<file path="src/rtl/ahb_pkg.sv">
// Shared AHB encodings and the default address map for the bus decoder.
package ahb_pkg;

   typedef enum logic [1:0] {
      HTRANS_IDLE   = 2'd0,
      HTRANS_BUSY   = 2'd1,
      HTRANS_NONSEQ = 2'd2,
      HTRANS_SEQ    = 2'd3
   } htrans_e;

   typedef enum logic {
      HRESP_OKAY  = 1'b0,
      HRESP_ERROR = 1'b1
   } hresp_e;

   // Default-slave states: ERR1 stalls the master, ERR2 completes the error.
   typedef enum logic [1:0] {
      DS_OKAY = 2'd0,
      DS_ERR1 = 2'd1,
      DS_ERR2 = 2'd2
   } ds_state_e;

   // Four 256 MB windows at the bottom of the address space.
   localparam logic [3:0][31:0] DEF_SLAVE_BASE = {32'h3000_0000, 32'h2000_0000,
                                                  32'h1000_0000, 32'h0000_0000};
   localparam logic [3:0][31:0] DEF_SLAVE_MASK = {4{32'hF000_0000}};

endpackage

</file>
<file path="src/rtl/ahb_default_slave.sv">
// Default slave: answers decode misses with the two-cycle AHB ERROR response.
module ahb_default_slave
   import ahb_pkg::*;
(
   input  logic HCLK,
   input  logic HRESET,
   input  logic sel,
   input  logic HREADY_in,
   output logic HREADYOUT,
   output logic HRESP,
   output logic HERROR
);

   ds_state_e state;

   // A miss is only taken when the bus advances; outputs are registered alongside the state.
   always_ff @(posedge HCLK) begin
      if (HRESET) begin
         state     <= DS_OKAY;
         HREADYOUT <= 1'b1;
         HRESP     <= HRESP_OKAY;
         HERROR    <= 1'b0;
      end else begin
         case (state)
            DS_OKAY: begin
               if (sel && HREADY_in) begin
                  state     <= DS_ERR1;
                  HREADYOUT <= 1'b0;
                  HRESP     <= HRESP_ERROR;
                  HERROR    <= 1'b1;
               end
            end
            DS_ERR1: begin
               state     <= DS_ERR2;
               HREADYOUT <= 1'b1;
               HRESP     <= HRESP_ERROR;
               HERROR    <= 1'b0;
            end
            DS_ERR2: begin
               if (sel && HREADY_in) begin
                  state     <= DS_ERR1;
                  HREADYOUT <= 1'b0;
                  HRESP     <= HRESP_ERROR;
                  HERROR    <= 1'b1;
               end else begin
                  state     <= DS_OKAY;
                  HREADYOUT <= 1'b1;
                  HRESP     <= HRESP_OKAY;
                  HERROR    <= 1'b0;
               end
            end
            default: begin
               state     <= DS_OKAY;
               HREADYOUT <= 1'b1;
               HRESP     <= HRESP_OKAY;
               HERROR    <= 1'b0;
            end
         endcase
      end
   end

endmodule

</file>
<file path="src/rtl/ahb_bus_decoder.sv">
// AHB address decoder with priority slave select, data-phase response mux and default slave.
module ahb_bus_decoder
   import ahb_pkg::*;
#(
   parameter int NUM_SLAVES = 4,
   parameter int ADDR_W     = 32,
   parameter int DATA_W     = 32,
   parameter logic [NUM_SLAVES-1:0][ADDR_W-1:0] SLAVE_BASE = DEF_SLAVE_BASE,
   parameter logic [NUM_SLAVES-1:0][ADDR_W-1:0] SLAVE_MASK = DEF_SLAVE_MASK
) (
   input  logic                         HCLK,
   input  logic                         HRESET,
   input  logic [ADDR_W-1:0]            HADDR,
   input  logic [1:0]                   HTRANS,
   output logic [NUM_SLAVES-1:0]        HSELx,
   input  logic [NUM_SLAVES*DATA_W-1:0] HRDATA_S,
   input  logic [NUM_SLAVES-1:0]        HREADYOUT_S,
   input  logic [NUM_SLAVES-1:0]        HRESP_S,
   output logic [DATA_W-1:0]            HRDATA,
   output logic                         HREADY,
   output logic                         HRESP,
   output logic                         HERROR
);

   logic [NUM_SLAVES-1:0]             match, hsel;
   logic [NUM_SLAVES-1:0]             dsel_oh;   // data-phase slave, one-hot or zero
   logic                              dsel_def;  // data phase owned by the default slave
   logic                              active, miss;
   logic [NUM_SLAVES-1:0][DATA_W-1:0] rd_term;
   logic [NUM_SLAVES-1:0]             rdy_term, rsp_term;
   logic [DATA_W-1:0]                 rd_or;
   logic                              rdy_or, rsp_or;
   logic                              ds_ready, ds_resp;

   // Address decode; a lower index masks every higher one on overlap.
   genvar i;
   for (i = 0; i < NUM_SLAVES; i++) begin : g_dec
      assign match[i] = (HADDR & SLAVE_MASK[i]) == SLAVE_BASE[i];
      if (i == 0) begin : g_first
         assign hsel[i] = match[i];
      end else begin : g_rest
         assign hsel[i] = match[i] & ~(|match[i-1:0]);
      end
   end

   assign HSELx  = HRESET ? '0 : hsel;
   assign active = (HTRANS == HTRANS_NONSEQ) || (HTRANS == HTRANS_SEQ);
   assign miss   = active & ~(|match);

   // Data-phase owner advances only with the bus; IDLE/BUSY to a hole leaves nobody selected.
   always_ff @(posedge HCLK) begin
      if (HRESET) begin
         dsel_oh  <= '0;
         dsel_def <= 1'b0;
      end else if (HREADY) begin
         dsel_oh  <= hsel;
         dsel_def <= miss;
      end
   end

   // Per-slave response terms gated by the data-phase select.
   for (i = 0; i < NUM_SLAVES; i++) begin : g_mux
      assign rd_term[i]  = dsel_oh[i] ? HRDATA_S[i*DATA_W +: DATA_W] : '0;
      assign rdy_term[i] = dsel_oh[i] & HREADYOUT_S[i];
      assign rsp_term[i] = dsel_oh[i] & HRESP_S[i];
   end

   // OR-reduce the one-hot gated terms.
   always_comb begin
      rd_or  = '0;
      rdy_or = 1'b0;
      rsp_or = 1'b0;
      for (int k = 0; k < NUM_SLAVES; k++) begin
         rd_or  = rd_or | rd_term[k];
         rdy_or = rdy_or | rdy_term[k];
         rsp_or = rsp_or | rsp_term[k];
      end
   end

   // Final response select: default slave, mapped slave, or an idle zero-wait OKAY.
   always_comb begin
      HREADY = 1'b1;
      HRESP  = 1'b0;
      HRDATA = '0;
      if (dsel_def) begin
         HREADY = ds_ready;
         HRESP  = ds_resp;
      end else if (|dsel_oh) begin
         HREADY = rdy_or;
         HRESP  = rsp_or;
         HRDATA = rd_or;
      end
   end

   ahb_default_slave u_def (
      .HCLK      (HCLK),
      .HRESET    (HRESET),
      .sel       (miss),
      .HREADY_in (HREADY),
      .HREADYOUT (ds_ready),
      .HRESP     (ds_resp),
      .HERROR    (HERROR)
   );

endmodule

</file>
<file path="config.mk">
export PLATFORM = sky130hd
export DESIGN_NAME = ahb_bus_decoder
export DESIGN_NICKNAME = d
export VERILOG_FILES = /design/src/rtl/ahb_pkg.sv /design/src/rtl/ahb_default_slave.sv /design/src/rtl/ahb_bus_decoder.sv
export SDC_FILE = /design/constraint.sdc
export NUM_CORES = 1
export LEC_CHECK = 0
export ABC_CLOCK_PERIOD_IN_PS = 1400
export CORE_MARGIN = 2
export CORE_UTILIZATION = 19
export CTS_BUF_LIST = sky130_fd_sc_hd__clkbuf_4 sky130_fd_sc_hd__clkbuf_8
export DETAILED_ROUTE_END_ITERATION = 12
export PLACE_DENSITY_LB_ADDON = 0.1
export RECOVER_POWER = 50
export SLEW_MARGIN = 20
export SYNTH_ARGS = -nofsm -noshare
export SYNTH_HDL_FRONTEND = slang
export SYNTH_HIERARCHICAL = 1
export SYNTH_SLANG_ARGS = --single-unit
</file>
<file path="constraint.sdc">
create_clock -name HCLK -period 1.4 [get_ports HCLK]
set_input_delay 0.28 -clock HCLK [delete_from_list [all_inputs] [get_ports HCLK]]
set_output_delay 0.28 -clock HCLK [all_outputs]
set_load 0.05 [all_outputs]
</file>
-- Word level (Yosys, flattened, before mapping)
Cells that the tools add are included.
Widths: inputs -> output; s select.
- bits in registers: 10
- output and inout port bits: 39
- logic and storage cells: 68
- eq/ne operators: 8
- multiplexer cells: 21
- bitwise logic cells: 25
- reductions and logical operators: 8
- operators with widths (operator ; count):
    $mux 32 ; 6
    $or 32x32->32 ; 3
    $logic_not 32->1 ; 1
    $and 1x1->1 ; 12
    $mux 1 ; 9
    $eq 4x2->1 const B ; 2
    $reduce_or 4->1 ; 2
    $eq 2x2->1 const B ; 3
    $or 1x1->1 ; 6
    $pmux 2 s3 ; 1
    $eq 4x1->1 const B ; 1
    $mux 4 ; 1
    $not 1->1 ; 4
    $pmux 1 s2 ; 2
    $pmux 1 s3 ; 1
    $reduce_or 3->1 ; 1
    $eq 2x1->1 const B ; 1
    $logic_not 2->1 ; 1
    $mux 2 ; 1
    $ne 2x1->1 const B ; 1
    $reduce_or 2->1 ; 1
    $logic_and 1x1->1 ; 1
    $logic_or 1x1->1 ; 1

-- Depth between registers and ports, before layout
Gate-level depths: netlist of the first run.
- word-level depth: 9
- mapped depth: 7
- mapped depth without buffers: 6

-- Hierarchy
The synthesis of the first run kept the hierarchy.
- by module, submodules not included (module ; times used ; cells each ; area each (sq um)):
    ahb_bus_decoder ; 1 ; 151 ; 1037.2
    ahb_default_slave ; 1 ; 15 ; 161.4

-- Worst setup path after synthesis of the first run
Ideal clock, no wire load.
- kind: register to output
- from: register dsel_oh[2]
- to: output port HRESP
- arrival: 1884 ps
- setup slack: -764 ps
- stages on the path, launching flop included: 5
- buffers on the path: 1
- path through: dfxtp_1 > clkbuf_1 > a22o_1 > a221oi_1 > o21ai_0
- cells in the longest elaborated chain, start to end: 5
- ends and longest elaborated chain (what ; line ; source):
    start, declared ; ahb_bus_decoder.sv:26 ; logic [NUM_SLAVES-1:0] dsel_oh;
    start signal, assigned ; ahb_bus_decoder.sv:56 ; dsel_oh <= hsel;
    $and 1x1->1 ; ahb_bus_decoder.sv:65 ; assign rsp_term[i] = dsel_oh[i] & HRESP_S[i];
    $or 1x1->1 (2 in series) ; ahb_bus_decoder.sv:76 ; rsp_or = rsp_or | rsp_term[k];
    $mux 1 (*) ; ahb_bus_decoder.sv:88 ; end else if (|dsel_oh) begin
    $mux 1 (*) ; ahb_bus_decoder.sv:85 ; if (dsel_def) begin
    end, declared ; ahb_bus_decoder.sv:21 ; output logic HRESP,
Every way passes the cells marked *; elsewhere a longest branch is shown, timed or not.

-- Worst setup path in the final report of the first run
- from: register dsel_oh[1]
- to: output port HRDATA[8]
- cells in the longest elaborated chain, start to end: 6
- ends and longest elaborated chain (what ; line ; source):
    $mux 32 ; ahb_bus_decoder.sv:63 ; assign rd_term[i] = dsel_oh[i] ? HRDATA_S[i*DATA_W +: DATA_W] : '0;
    $or 32x32->32 (3 in series) ; ahb_bus_decoder.sv:74 ; rd_or = rd_or | rd_term[k];
    $mux 32 (*) ; ahb_bus_decoder.sv:88 ;
    $mux 32 (*) ; ahb_bus_decoder.sv:85 ;
    end, declared ; ahb_bus_decoder.sv:19 ; output logic [DATA_W-1:0] HRDATA,
Marks and branches as above.

==> summary.txt, run 1 <==
Run status
  • Status: finished with violations
  • Failing checks: negative setup slack

Power
  • Sw Share: 29.5%
  • VDD IR max: 547 uV
  • Net Sw Power: 435 uW
  • Pwr/cell area: 346 nW/um^2
  • Clock network power share: 19.6%
  • Combinational power share: 58.9%
  • Sequential Power Share: 21.4%
  • P_int: 1040 uW
  • P_leak: 0.00139 uW

STA
  • Min cycle time layout: 1870 ps
  • Final setup margin: -473 ps
  • Slew at the pin closest to its max-slew limit: 495 ps
  • Setup-failing EPs final: 44
  • Relative slew slack: 66.9%
  • Fin crit share: 134%
  • Final Max Tran Viols: 0
  • Setup TNS: -16470 ps
  • Unrepaired setup endpoints after global routing: yes
  • Final Hold Viols: 0
  • Top achievable clock speed: 534 MHz
  • Max Clock Skew: 1.89 ps

Clock tree
  • Worst skew pair latency: 230 ps
  • CTS Sinks: 10
  • Worst-path clk slew: 40 ps
  • H-tree levels: 1
  • CTS tree: yes
  • # hold bufs at CTS: 0
  • Bufs on Longest Clock Path: 2
  • Inserted Clock Buffers: 3
  • Root Driver: clkbuf_8

Worst hold path
  • Hold path endpoint: u_def/state[1]
  • Hold Crit Start: HRESET
  • Hold Crit Class: input port to register
  • Hold path depth: 3

Final layout
  • Nets: 539
  • Non-filler cells, final: 440
  • N_diodes: 0
  • Syn-to-layout area delta: 256%
  • Share of layout cells above drive strength 1: 37.3%
  • Layout filler cell count: 473

Drt
  • Vias per cell: 5.10
  • Initial DRC Count: 89
  • Post-route DRC violation count: 0
  • WL/cell: 18.1 um
  • First drt pass iteration count: 4
  • Vias: 2242
  • Post-DRT Antenna Nets: 0
  • Final wirelength: 7.98 mm

Die
  • IO Pins: 211
  • Die Footprint: 6960 um^2
  • Die height: 83.4 um
  • Row count: 28
  • Die width: 83.4 um
  • Initial Util: 19.9%
  • Core Area: 6030 um^2

Setup path
  • FF-to-FF End: dsel_oh[3]
  • Cells on worst reg2reg path: 5
  • Critical path launch point type: register
  • Crit path cell chain: o41ai_4, buf_6, buf_12, a21oi_4, buf_12
  • R2R Setup Slk: -240 ps
  • Max stage delay on crit path: 450 ps
  • Crit path max fanout: 8
  • Crit path capture type: output port
  • Bufs and invs on worst path: 3
  • Data arrival, critical path: 1590 ps
  • CP Class: register to output port
  • Most numerous cell on the critical path: buf_12
  • Worst Path Required: 1120 ps
  • CP max-delay cell: o41ai_4
  • Reg-to-reg startpoint: dsel_oh[1]
  • Top delay family on crit path: buffers and inverters

Synthesis
  • Post-Syn Area: 1200 um^2
  • Post-synth EDFFs: 0
  • Cell count after synthesis: 166
  • Post-synthesis register bit count: 10
  • Register area share after synthesis: 16.7%
  • FFs w/ async S/R, synth: 0%
  • Syn_area_per_cell: 7.22 um^2
  • Post-synth top area share: 41.3%
  • Ranking of synthesized cells by area: a22oi_1, dfxtp_1, a21oi_1, clkbuf_1, mux2_1
  • Warnings, synthesis: 6
  • Predominant post-synthesis flop cell: dfxtp_1
  • Yosys top cell by area: a22oi_1
  • Synth unique cells: 26
  • Net count after synthesis: 338

Placed design
  • GP Congestion: 0.805
  • DP HPWL: 6.26 mm
  • IO buf count: 181
  • Placed Cells: 433

Flow run
  • Max-Cap Viols: 0

GRT
  • Initial antenna violation count: 0
  • Vias in the first global route: 2314
  • Total Routing Usage GR: 21.1%
  • Global-route wire length before repair: 12.1 mm
  • Total grt overflow: 0
  • Largest net degree at the start of global routing: 20
==> metal layers <==
layer / share of wire (%) / up-vias / GRT usage [%]
met5: 0 / - / 0
met4: 1.7 / 0 / 5.87
met3: 5.2 / 13 / 2.49
met2: 54 / 95 / 39.8
met1: 39 / 1063 / 24.8
li1: - / 1071 / -
==> state kept, by name, indices dropped and copies added (netlist names) <==
signal / flops
u_def/HRESP: 1
u_def/state: 2
dsel_def: 1
u_def/HREADYOUT: 1
dsel_oh: 4
u_def/HERROR: 1
==> how the worst max path moves through the flow <==
stage              startpoint          to  slack [ps]  cells past startpoint
2_1_floorplan      dsel_oh[3]       HRESP        -390                      3
3_3_place_gp   HREADYOUT_S[1]  dsel_oh[3]        -370                      6
3_5_place_dp   HREADYOUT_S[1]  dsel_oh[3]        -390                      6
4_1_cts            dsel_oh[1]   HRDATA[8]        -480                      5
5_1_grt            dsel_oh[1]   HRDATA[8]        -530                      5
6_report           dsel_oh[1]   HRDATA[8]        -470                      5
==> power groups by stage <==
stage	logic (uW)	clock network [uW]	registers, uW
5_1_grt	916	306	318
6_report	870	290	316
4_1_cts	872	293	318
2_1_floorplan	247	0	324
3_3_place_gp	821	0	321
3_5_place_dp	830	0	322
==> final cells by class <==
cell class	count	area, um^2	share of cell area (%)
clock buffer	3	41.3	0.968
multi-input combinational	134	1390	32.5
inverter	3	15.0	0.352
tap	75	93.8	2.20
sequential	10	205	4.81
timing repair buffer	215	2530	59.2
==> synthesized netlist by cell type (2+ instances only) <==
| cell | count |
|---|---|
| nor2_1 | 4 |
| nand2b_1 | 2 |
| a22oi_1 | 66 |
| inv_1 | 3 |
| buf_2 | 2 |
| nand2_1 | 4 |
| a21oi_1 | 33 |
| dfxtp_1 | 10 |
| o21ai_0 | 2 |
| nor2b_1 | 5 |
| clkbuf_1 | 17 |
| mux2_1 | 4 |
==> metrics by stage <==
stage               instance area (um^2)  setup WS, ps  util (%)  hold WS, ps  power [uW]
finish                              4270          -473      70.8          458        1480
global route                        4270          -526      70.8          486        1540
CTS                                 4260          -479      70.8          447        1480
detailed placement                  4100          -389      68.0          466        1150
global placement                    4100          -372      68.0          467        1140
floorplan                           1610          -394         -          353         572
==> worst reg2reg max path: cells and delay by family, from the launching register on <==
kind	cells	cell delay (ps)
AO/OA/AOI/OAI	2	520
buffers and inverters	2	370
flip-flops	1	330
multiplexers	1	290
==> logic make-up (layout without fill, tap and decap cells) <==
| logic type | Yosys count | after routing | synth area share [%] |
|---|---|---|---|
| muxes | 4 | 4 | 3.76 |
| buffers and inverters | 22 | 221 | 7.10 |
| DFF | 10 | 10 | 16.7 |
| and+or+nand+nor | 22 | 22 | 10.0 |
| AOI/OAI and AO/OA | 108 | 108 | 62.4 |
==> what timing repair did <==
action / CTS / global route
gates resized for setup: 38 / 11
endpoints found under the setup margin: 46 / 47
buffers inserted: 4 / 4
gates cloned: 0 / 0
pin swaps: 5 / 8
==> placed cells by master (no fill, tap or decap), drive strengths merged <==
cell / netlist / final
nor3: 1 / 1
clkinvlp: 0 / 1
mux2: 4 / 4
a21oi: 33 / 33
dlymetal6s2s: 0 / 1
and3: 1 / 1
clkdlybuf4s50: 0 / 137
o41ai: 1 / 1
nand2: 4 / 4
nor2b: 5 / 5
o32ai: 1 / 1
a22o: 1 / 1
or2: 2 / 2
dlygate4sd2: 0 / 1
nor4: 1 / 1
a21o: 1 / 1
inv: 3 / 2
dfxtp: 10 / 10
a211oi: 1 / 1
o21ai: 3 / 3
nand2b: 2 / 2
clkbuf: 17 / 4
a221oi: 1 / 1
nor2: 4 / 4
nor3b: 1 / 1
and2: 1 / 1
buf: 2 / 75
a22oi: 66 / 66
Note: power is estimated with default switching activity, not from simulation.
==> inputs of run 2 (changes only) <==
--- a/config.mk
+++ b/config.mk
@@ -6,10 +6,11 @@
 export NUM_CORES = 1
 export LEC_CHECK = 0
 export ABC_CLOCK_PERIOD_IN_PS = 1400
-export CORE_MARGIN = 2
-export CORE_UTILIZATION = 19
+export CORE_AREA = 2 2 82 84
 export CTS_BUF_LIST = sky130_fd_sc_hd__clkbuf_4 sky130_fd_sc_hd__clkbuf_8
 export DETAILED_ROUTE_END_ITERATION = 12
+export DIE_AREA = 0 0 84 86
+export DONT_BUFFER_PORTS = 1
 export PLACE_DENSITY_LB_ADDON = 0.1
 export RECOVER_POWER = 50
 export SLEW_MARGIN = 20
==> summary.txt, run 2 (synthesized netlist as in run 1, its figures left out) <==
Placed design
  • Placed Cells: 279 (-36%)
  • GP Congestion: 0.778 (-3.4%)
  • DP HPWL: 4.71 mm (-25%)
  • IO buf count: 0 (-100%)
  • Post-Place Setup Slack: -269 ps (+119 ps)

Die
  • Row count: 29 (+3.6%)
  • Die Footprint: 7220 um^2 (+3.8%)
  • Initial Util: 19.1% (-0.80 points)
  • Core Area: 6280 um^2 (+4.2%)
  • Die height: 86 um (+3.1%)
  • IO Pins: 211 (unchanged)
  • Die width: 84 um (+0.69%)

Flow run
  • Max-Cap Viols: 0 (unchanged)

STA
  • Worst hold slack: 99.7 ps (-359 ps)
  • Top achievable clock speed: 537 MHz (+0.54%)
  • Max Clock Skew: 2.40 ps (+0.507 ps)
  • Final setup margin: -463 ps (+10.1 ps)
  • Relative slew slack: 65.9% (-1.0 points)
  • Final Max Tran Viols: 0 (unchanged)
  • Slew at the pin closest to its max-slew limit: 511 ps (+15.2 ps)
  • Fin crit share: 133% (-0.72 points)
  • Final Hold Viols: 0 (unchanged)
  • Min cycle time layout: 1860 ps (-10.1 ps)
  • Unrepaired setup endpoints after global routing: yes
  • Setup-failing EPs final: 42 (-4.5%)

GRT
  • Largest net degree at the start of global routing: 19 (-5.0%)
  • Total Routing Usage GR: 15.2% (-5.9 points)
  • Total grt overflow: 0 (unchanged)
  • Vias in the first global route: 1796 (-22%)
  • Global-route wire length before repair: 8.83 mm (-27%)
  • Initial antenna violation count: 0 (unchanged)

Final layout
  • Regs by FF count: dsel_oh: 4 flops, u_def/state: 2 flops
  • Largest Register: dsel_oh
  • Nets: 388 (-28%)
  • Commonest non-fill, non-tap cell in the layout: a22oi_1
  • Layout filler cell count: 602 (+27%)
  • Share of layout cells above drive strength 1: 56.5% (+19 points)
  • Largest register FFs: 4 (unchanged)
  • Syn-to-layout area delta: 132%
  • N_diodes: 0 (unchanged)
  • Fin util: 44.2% (-27 points)
  • Non-filler cells, final: 291 (-34%)
  • Most frequent cells in the layout: a22oi_1, buf_12, a21oi_4

Clock tree
  • CTS Sinks: 10 (unchanged)
  • Root Driver: clkbuf_8
  • # hold bufs at CTS: 0 (unchanged)
  • Worst-path clk slew: 50 ps (about the same)
  • Inserted Clock Buffers: 3 (unchanged)
  • CTS tree: yes
  • Worst skew pair latency: 240 ps (about the same)
  • H-tree levels: 1 (unchanged)
  • Bufs on Longest Clock Path: 2 (unchanged)

Run status
  • Status: finished with violations
  • Failing checks: negative setup slack

Setup path
  • Crit path capture type: output port
  • CP Class: register to output port
  • Critical path launch point type: register
  • End point of the critical path: HRDATA[24]
  • Data arrival, critical path: 1580 ps (about the same)
  • Critical Path Start: dsel_oh[2]
  • Worst Path Required: 1120 ps (about the same)
  • R2R Setup Slk: -190 ps (+50 ps)
  • Cells on worst reg2reg path: 5 (unchanged)
  • Crit path max fanout: 5 (-3)
  • FF-to-FF End: dsel_oh[2]
  • Reg-to-reg startpoint: dsel_oh[2]

Power
  • Sequential Power Share: 30.7% (+9.3 points)
  • Net Sw Power: 364 uW (-16%)
  • Combinational power share: 41.0% (-18 points)
  • Pwr/cell area: 380 nW/um^2 (+9.8%)
  • P_leak: 0.000777 uW (-44%)
  • Sw Share: 34.5% (+5.1 points)
  • VDD IR max: 355 uV (-35%)
  • P_int: 691 uW (-34%)
  • Clock network power share: 28.3% (+8.7 points)

Drt
  • WL/cell: 19.9 um (+9.7%)
  • First drt pass iteration count: 4 (unchanged)
  • Initial DRC Count: 78 (-12%)
  • Post-route DRC violation count: 0 (unchanged)
  • Vias per cell: 5.76 (+13%)
  • Final wirelength: 5.79 mm (-27%)
  • Post-DRT Antenna Nets: 0 (unchanged)
  • Vias: 1676 (-25%)

Worst hold path
  • Hold Crit Class: input port to register
run 2: cell types whose count changed in the layout (fill, tap and decap cells not counted), sizes merged:
cell,delta
clkbuf,+1
dlymetal6s2s,-1
clkdlybuf4s50,-137
buf,-13
dlygate4sd2,-1
run 2: how the worst min path moves through the flow:
stage	cells after the start	startpoint	endpoint	slack (ps)
final	1	HRESET	dsel_def	100
after global routing	1	HRESET	dsel_def	90
after CTS	1	HRESET	dsel_def	100
after detailed placement	1	HRESET	dsel_def	360
after global placement	1	HRESET	dsel_def	360
after floorplan	1	HRESET	dsel_def	350
run 2: final cells by class:
cell class / count / area, um^2 / area share [%]
timing repair buffer: 64 / 1060 / 38.1
tap: 77 / 96.3 / 3.47
multi-input combinational: 134 / 1360 / 48.8
inverter: 3 / 15.0 / 0.541
clock buffer: 3 / 41.3 / 1.49
sequential: 10 / 210 / 7.57
run 2: worst max-delay path: stages (launching register included):
cell	delay (ps)
dfxtp_4	350
o41ai_4	400
buf_6	210
clkbuf_16	170
a21oi_4	40
buf_12	160
run 2: layer usage:
metal	GRT usage, %	vias to the layer above	part of all wire, %
met3	2.31	9	7.0
met2	30.1	112	56
met4	4.69	0	1.4
met5	0	-	0
li1	-	766	-
met1	16.4	789	36
run 2: through the flow:
| stage | power (uW) | cell area [um^2] | TNS (ps) |
|---|---|---|---|
| 5_1_grt | 1110 | 2780 | -18930 |
| 3_3_place_gp | 684 | 2520 | -7830 |
| 3_5_place_dp | 694 | 2520 | -9020 |
| 6_report | 1060 | 2780 | -15890 |
| 4_1_cts | 1040 | 2700 | -15750 |
| 2_1_floorplan | 572 | 1610 | -14420 |
run 2: power by group through the flow:
stage               sequential [uW]  clock, uW  combinational [uW]
CTS                             325        310                 406
finish                          323        299                 433
floorplan                       324          0                 247
detailed placement              331          0                 363
global placement                330          0                 354
global route                    325        331                 458
run 2: timing repair:
| action | CTS | global route |
|---|---|---|
| gates resized for setup | 22 | 5 |
| setup buffers | 7 | 0 |
| pin swaps | 4 | 2 |
| cloned | 0 | 2 |
| endpoints found under the setup margin | 42 | 45 |
| hold endpoints to repair | 0 | 0 |
==> inputs of run 3 (changes only) <==
==> constraint.sdc (replaced) <==
create_clock -name HCLK -period 1.4 [get_ports HCLK]
set_input_delay 0.21 -clock HCLK [delete_from_list [all_inputs] [get_ports HCLK]]
set_output_delay 0.21 -clock HCLK [all_outputs]
set_load 0.05 [all_outputs]
==> summary.txt, run 3 (synthesized netlist as in run 1, its figures left out) <==
Power
  • Net Sw Power: 338 uW (-7.2%)
  • Combinational power share: 40.3% (-0.7 points)
  • Clock network power share: 27.9% (-0.4 points)
  • P_int: 678 uW (-1.8%)
  • VDD IR max: 429 uV (+21%)
  • P_leak: 0.000765 uW (-1.5%)
  • Sequential Power Share: 31.8% (+1.1 points)
  • Pwr/cell area: 382 nW/um^2 (+0.53%)
  • Sw Share: 33.3% (-1.3 points)

Die
  • Die height: 86 um (unchanged)
  • Row count: 29 (unchanged)
  • Die width: 84 um (unchanged)
  • Initial Util: 19.1% (unchanged)
  • Die Footprint: 7220 um^2 (unchanged)
  • Core Area: 6280 um^2 (unchanged)
  • IO Pins: 211 (unchanged)

Clock tree
  • Root Driver: clkbuf_8
  • H-tree levels: 1 (unchanged)
  • CTS tree: yes
  • Worst skew pair latency: 230 ps (about the same)
  • Bufs on Longest Clock Path: 2 (unchanged)
  • Worst-path clk slew: 50 ps (about the same)
  • CTS Sinks: 10 (unchanged)
  • Inserted Clock Buffers: 3 (unchanged)

STA
  • Min cycle time layout: 1790 ps (-68.9 ps)
  • Slew at the pin closest to its max-slew limit: 514 ps (+2.86 ps)
  • Setup TNS: -13610 ps (+2290 ps)
  • Final Max Tran Viols: 0 (unchanged)
  • Max Clock Skew: 1.90 ps (-0.502 ps)
  • Relative slew slack: 65.7% (-0.19 points)
  • Final Hold Viols: 0 (unchanged)
  • Setup-failing EPs final: 43 (+2.4%)
  • Final setup margin: -394 ps (+68.9 ps)
  • Fin crit share: 128% (-4.9 points)
  • Top achievable clock speed: 557 MHz (+3.8%)
  • Unrepaired setup endpoints after global routing: yes

Final layout
  • Most frequent cells in the layout: a22oi_1, buf_12, a21oi_4
  • Largest Register: dsel_oh
  • Commonest non-fill, non-tap cell in the layout: a22oi_1
  • Syn-to-layout area delta: 122%
  • Share of layout cells above drive strength 1: 56.4% (-0.12 points)
  • Non-filler cells, final: 295 (+1.4%)
  • Layout filler cell count: 607 (+0.83%)
  • N_diodes: 0 (unchanged)
  • Sequential cell area: 209 um^2 (-0.60%)
  • Area occupied by multi-input gates: 1280 um^2 (-5.5%)
  • Regs by FF count: dsel_oh: 4 flops, u_def/state: 2 flops
  • Largest register FFs: 4 (unchanged)
  • Fin util: 42.4% (-1.9 points)
  • Post-route cell area: 2660 um^2 (-4.2%)
  • Nets: 392 (+1.0%)

Run status
  • Status: finished with violations
  • Failing checks: negative setup slack

GRT
  • Total grt overflow: 0 (unchanged)
  • Total Routing Usage GR: 14.2% (-0.96 points)
  • Largest net degree at the start of global routing: 33 (+14)
  • Vias in the first global route: 1752 (-2.4%)
  • Global-route wire length before repair: 8.51 mm (-3.7%)
  • Initial antenna violation count: 0 (unchanged)

Placed design
  • GP Congestion: 0.787 (+1.2%)
  • Post-Place Setup Slack: -218 ps (+51.4 ps)
  • DP HPWL: 4.55 mm (-3.4%)
  • Post-DP Area: 2380 um^2 (-5.8%)
  • IO buf count: 0 (unchanged)
  • Placed Cells: 283 (+1.4%)

Flow run
  • Max-Cap Viols: 0 (unchanged)

Worst hold path
  • Hold Crit Class: input port to register

Drt
  • Initial DRC Count: 78 (unchanged)
  • WL met3: 337 um (-17%)
  • Post-route DRC violation count: 0 (unchanged)
  • Met2 Wirelength: 3.28 mm (+1.1%)
  • Post-DRT Antenna Nets: 0 (unchanged)
  • WL/cell: 19.4 um (-2.6%)
  • Final wirelength: 5.72 mm (-1.3%)
  • Vias per cell: 5.81 (+0.94%)
  • Vias: 1715 (+2.3%)
  • First drt pass iteration count: 4 (unchanged)
  • Uppermost layer routed: met3
  • Wl on met1: 2.10 mm (+1.9%)

Setup path
  • Data arrival, critical path: 1580 ps (about the same)
  • Worst Path Required: 1190 ps (+70 ps)
  • Critical path launch point type: register
  • Crit path capture type: output port
  • CP Class: register to output port
  • Crit path max fanout: 6 (+1)
-- run 3: final cells by class --
class	count	share of cell area, %
Sequential cell	10	7.85
Inverter	3	0.564
Clock buffer	3	1.55
Multi-Input combinational cell	134	48.1
Timing Repair Buffer	68	38.3
Tap cell	77	3.62
-- run 3: metal layers --
layer / up-vias / global-route usage [%]
met3: 0 / 1.64
li1: 773 / -
met4: 0 / 1.76
met2: 113 / 29.5
met5: - / 0
met1: 829 / 15.6
-- run 3: power groups by stage --
stage	Combinational, uW	Sequential (uW)	Clock, uW
6_report	409	323	284
5_1_grt	434	325	304
4_1_cts	382	324	288
3_5_place_dp	333	331	0
3_3_place_gp	328	330	0
2_1_floorplan	222	324	0
-- run 3: path summary, 6_finish.rpt --
check	slack, ps	to	start	depth (start not counted)
max	-390	HRDATA[23]	dsel_oh[0]	5
min	50	dsel_def	HRESET	1
min reg2reg	490	u_def/state[1]	u_def/state[1]	1
max reg2reg	-190	dsel_oh[3]	dsel_oh[0]	5
-- run 3: repair_timing --
item	in CTS	in global routing
setup endpoints to repair	39	43
resized for setup	26	15
buffers inserted	5	5
gates cloned	0	1
endpoints found under the hold margin	0	0
hold buffers	0	0
pin swaps	5	6
-- run 3: critical path: stages, from the launching register on --
cell       delay, ps
dfxtp_4          350
o41ai_4          430
buf_6            210
clkbuf_16        160
a21oi_4           40
buf_12           160
-- run 3: stage by stage --
stage	power, uW	hold slack, ps
4_1_cts	994	53.8
3_3_place_gp	658	287
6_report	1020	50.5
3_5_place_dp	663	288
5_1_grt	1060	51.2
2_1_floorplan	547	283
==> edit 1, RTL diff (flow settings as in run 1) <==
Encoding of `ds_state_e`: now one-hot (3 bits for 3 states).
--- a/src/rtl/ahb_pkg.sv
+++ b/src/rtl/ahb_pkg.sv
@@ -15,8 +15,8 @@
 
    // Default-slave states: ERR1 stalls the master, ERR2 completes the error.
-   typedef enum logic [1:0] {
-      DS_OKAY = 2'd0,
-      DS_ERR1 = 2'd1,
-      DS_ERR2 = 2'd2
+   typedef enum logic [2:0] {
+      DS_OKAY = 3'b001,
+      DS_ERR1 = 3'b010,
+      DS_ERR2 = 3'b100
    } ds_state_e;
 
Formal check against the unedited RTL: no difference found for any inputs over 10 cycles, from zero or initial values and one cycle with HRESET high; not proved beyond that.
==> edit 1 against run 1 <==
The run still ends with negative setup slack left; largest power group unchanged; setup slack improved by 0.022 ns; die area up 5.3%; area after synthesis grew 5.5%; power up 2.5%; sequential cell count is 1 higher; maximum frequency is 1.2% higher; routed wire length fell by 4.1%; critical path type unchanged; synthesized cell count rose by 4.8%; global-route usage is 1.8 points lower; final area is 4.2% lower.
==> edit 1: results (changes against run 1) <==
| Metric | Value |
|---|---|
| Register share of the cell area | `5.634% (+0.82 points)` |
| Arr. time, crit path | `1.57 ns (-0.02 ns)` |
| Filler cells | `548 (+16%)` |
| Final setup margin | `-0.4509 ns (+0.02221 ns)` |
| RD Place Congestion | `0.8316 (+3.3%)` |
| Slowest stage delay, CP | `0.38 ns (-0.07 ns)` |
| Unique masters post-synth | `29 (+12%)` |
| Outcome | `finished with violations` |
| Slew @ Worst Pin | `0.5560 ns (+0.06057 ns)` |
| Vias in the first global route | `2405 (+3.9%)` |
| Placed cell areas | `3841 µm² (-6.2%)` |
| Worst vdd ir | `0.3054 mV (-44%)` |
| Clock power frac | `23.0% (+3.4 points)` |
| Comb power frac | `54.1% (-4.8 points)` |
| Layout cell share with drive strength beyond 1 | `34.67% (-2.6 points)` |
| Worst Skew | `0.007286 ns (+0.005392 ns)` |
| Top post-synthesis cells by count | `a22oi_1 (66), a21oi_1 (34), clkbuf_1 (17)` |
| Final setup fails | `43 (-2.3%)` |
| Fraction of area in multi-input gates | `28.02% (-4.4 points)` |
| Multi-input gates | `141 (+5.2%)` |
| Internal power | `1.091 mW (+4.8%)` |
| Setup TNS | `-16.92 ns (-0.4489 ns)` |
| Nets@finish | `548 (+1.7%)` |
| Failing checks | `negative setup slack` |
| Largest net degree at the start of global routing | `35 (+75%)` |
| Dpl hpwl | `6122 µm (-2.1%)` |
| # clk buffers | `4 (+1)` |
| R2r setup slk | `-0.44 ns (-0.20 ns)` |
| DRT Wirelength | `7653 µm (-4.1%)` |
| Layout Utilization | `63.99% (-6.8 points)` |
| Top flop regs | `dsel_oh (4), u_def/state (3)` |
| Placed insts | `436 (+0.69%)` |
| Non-clock buffer share | `62.43% (+3.2 points)` |
| Hold WS | `0.4202 ns (-0.03818 ns)` |
| Net Sw Power | `421.5 µW (-3.1%)` |
[edit 1: kinds of logic (layout without fill, tap and decap cells)]
group	count (synthesis)	after routing	share of synthesized area (%)
AO/OA/AOI/OAI	110	110	59.74
AND/OR/NAND/NOR	26	26	11.87
buffers and inverters	22	223	6.726
flip-flops	11	11	17.41
multiplexers	4	4	3.561
XOR/XNOR	1	1	0.6925
[edit 1: final timing paths]
check                      to      startpoint
hold / removal    u_def/HRESP          HRESET
setup / recovery   HRDATA[16]      dsel_oh[2]
setup reg to reg  u_def/HRESP      dsel_oh[2]
hold reg to reg   u_def/HRESP  u_def/state[1]
[edit 1: repair_timing]
| action | in CTS | in global routing |
|---|---|---|
| setup endpoints to repair | 47 | 47 |
| hold buffers | 0 | 0 |
| cloned | 0 | 1 |
| buffers inserted | 9 | 2 |
| pin swaps | 5 | 8 |
| gates resized for setup | 32 | 12 |
[edit 1: layer usage]
metal	global-route usage, %	part of all wire (%)
met1	20.79	37
met2	37.00	52
met3	4.331	8.8
met4	5.772	2.0
met5	0	0
==> edit 2, RTL diff (settings of run 1) <==
Made on the original files. The parameter `DATA_W` goes from 32 to 28.
--- a/src/rtl/ahb_bus_decoder.sv
+++ b/src/rtl/ahb_bus_decoder.sv
@@ -5,5 +5,5 @@
    parameter int NUM_SLAVES = 4,
    parameter int ADDR_W     = 32,
-   parameter int DATA_W     = 32,
+   parameter int DATA_W     = 28,
    parameter logic [NUM_SLAVES-1:0][ADDR_W-1:0] SLAVE_BASE = DEF_SLAVE_BASE,
    parameter logic [NUM_SLAVES-1:0][ADDR_W-1:0] SLAVE_MASK = DEF_SLAVE_MASK
Interface: changed (resized HRDATA and HRDATA_S); port bits go from 211 to 191. The function was not compared with the original's and may differ.
==> edit 2 against run 1 <==
Largest power group unchanged; critical endpoint is now HRDATA[19]; clock skew is 0.0015 ns lower; setup slack gained 0.027 ns; worst hold slack gained 0.034 ns; final area is 9.1% lower; critical path depth up 1; highest routed layer unchanged; the flow still finishes with violations (negative setup slack); routed wire length is 13% lower; die area is 7.7% lower; synthesized cell count is 9.6% lower; power fell by 4.9%; area after synthesis decreased by 8.0%; clock power hardly changed; sequential cell count stayed put.
==> edit 2: results (changes against run 1) <==
| Metric | Value |
|---|---|
| Combinational power | `801 µW (-7.9%)` |
| Hold WS | `0.4925 ns (+0.03403 ns)` |
| Unique masters post-synth | `27 (+3.8%)` |
| Most area-consuming cells after synthesis | `a22oi_1 (40%), dfxtp_1 (18%), a21oi_1 (13%)` |
| Vias in the first global route | `2167 (-6.4%)` |
| Net Sw Power | `404.9 µW (-6.9%)` |
| Synth Area per Inst | `7.349 µm² (+1.8%)` |
| WL met1 | `2494 µm (-20%)` |
| Arr. time, crit path | `1.57 ns (-0.02 ns)` |
| Met3 Use GR | `4.494% (+2.0 points)` |
| Dpl hpwl | `5550 µm (-11%)` |
| Setup TNS | `-14.08 ns (+2.386 ns)` |
| Worst Skew | `0.0003988 ns (-0.001495 ns)` |
| Outcome | `finished with violations` |
| RD Place Congestion | `0.7533 (-6.5%)` |
| WL met3 | `559 µm (+36%)` |
| Slowest stage delay, CP | `0.35 ns (-0.10 ns)` |
| Slew @ Worst Pin | `0.3377 ns (-0.1578 ns)` |
| First-pass GRT wire length | `10550 µm (-13%)` |
| Buffers on Ports | `161 (-11%)` |
| Global-route usage over all layers | `20.51% (-0.57 points)` |
| Final setup fails | `38 (-14%)` |
| Top post-synthesis cells by count | `a22oi_1 (58), a21oi_1 (29), clkbuf_1 (10), dfxtp_1 (10), nor2b_1 (5)` |
| Sequential share of the synthesized area | `18.16% (+1.5 points)` |
| Final setup margin | `-0.4465 ns (+0.02660 ns)` |
| DRT iter0 DRCs | `52 (-42%)` |
| Drt wl/cell | `17.04 µm (-6.0%)` |
| Nets@finish | `493 (-8.5%)` |
| Placed cell areas | `3638 µm² (-11%)` |
| Failing checks | `negative setup slack` |
| Crit path from | `dsel_oh[2]` |
| Placed insts | `397 (-8.3%)` |
==> edit 2: area by class of cell <==
class	count	area, µm²
clock buffer	3	41.29
fill	442	1662
inverter	3	13.76
multi-input combinational	122	1214
sequential	10	205.2
tap	72	90.09
timing repair buffer	197	2315
==> edit 2: path summary, 6_finish.rpt <==
kind / cells past startpoint / endpoint
setup / recovery: 6 / HRDATA[19]
hold / removal: 3 / dsel_def
setup reg to reg: 6 / dsel_oh[0]
hold reg to reg: 2 / u_def/HERROR
==> edit 2: cell families (layout without fill, tap and decap cells) <==
group | after synthesis | after routing | synth area share [%]
AO/OA/AOI/OAI | 96 | 96 | 60.27
multiplexers | 4 | 4 | 4.086
AND/OR/NAND/NOR | 22 | 22 | 10.90
buffers and inverters | 18 | 203 | 6.583
flip-flops | 10 | 10 | 18.16
==> edit 2: what timing repair did <==
action	in CTS	in global routing
setup endpoints to repair	42	42
gates cloned	2	0
resized for setup	39	10
buffers inserted	6	1
pin swaps	3	5
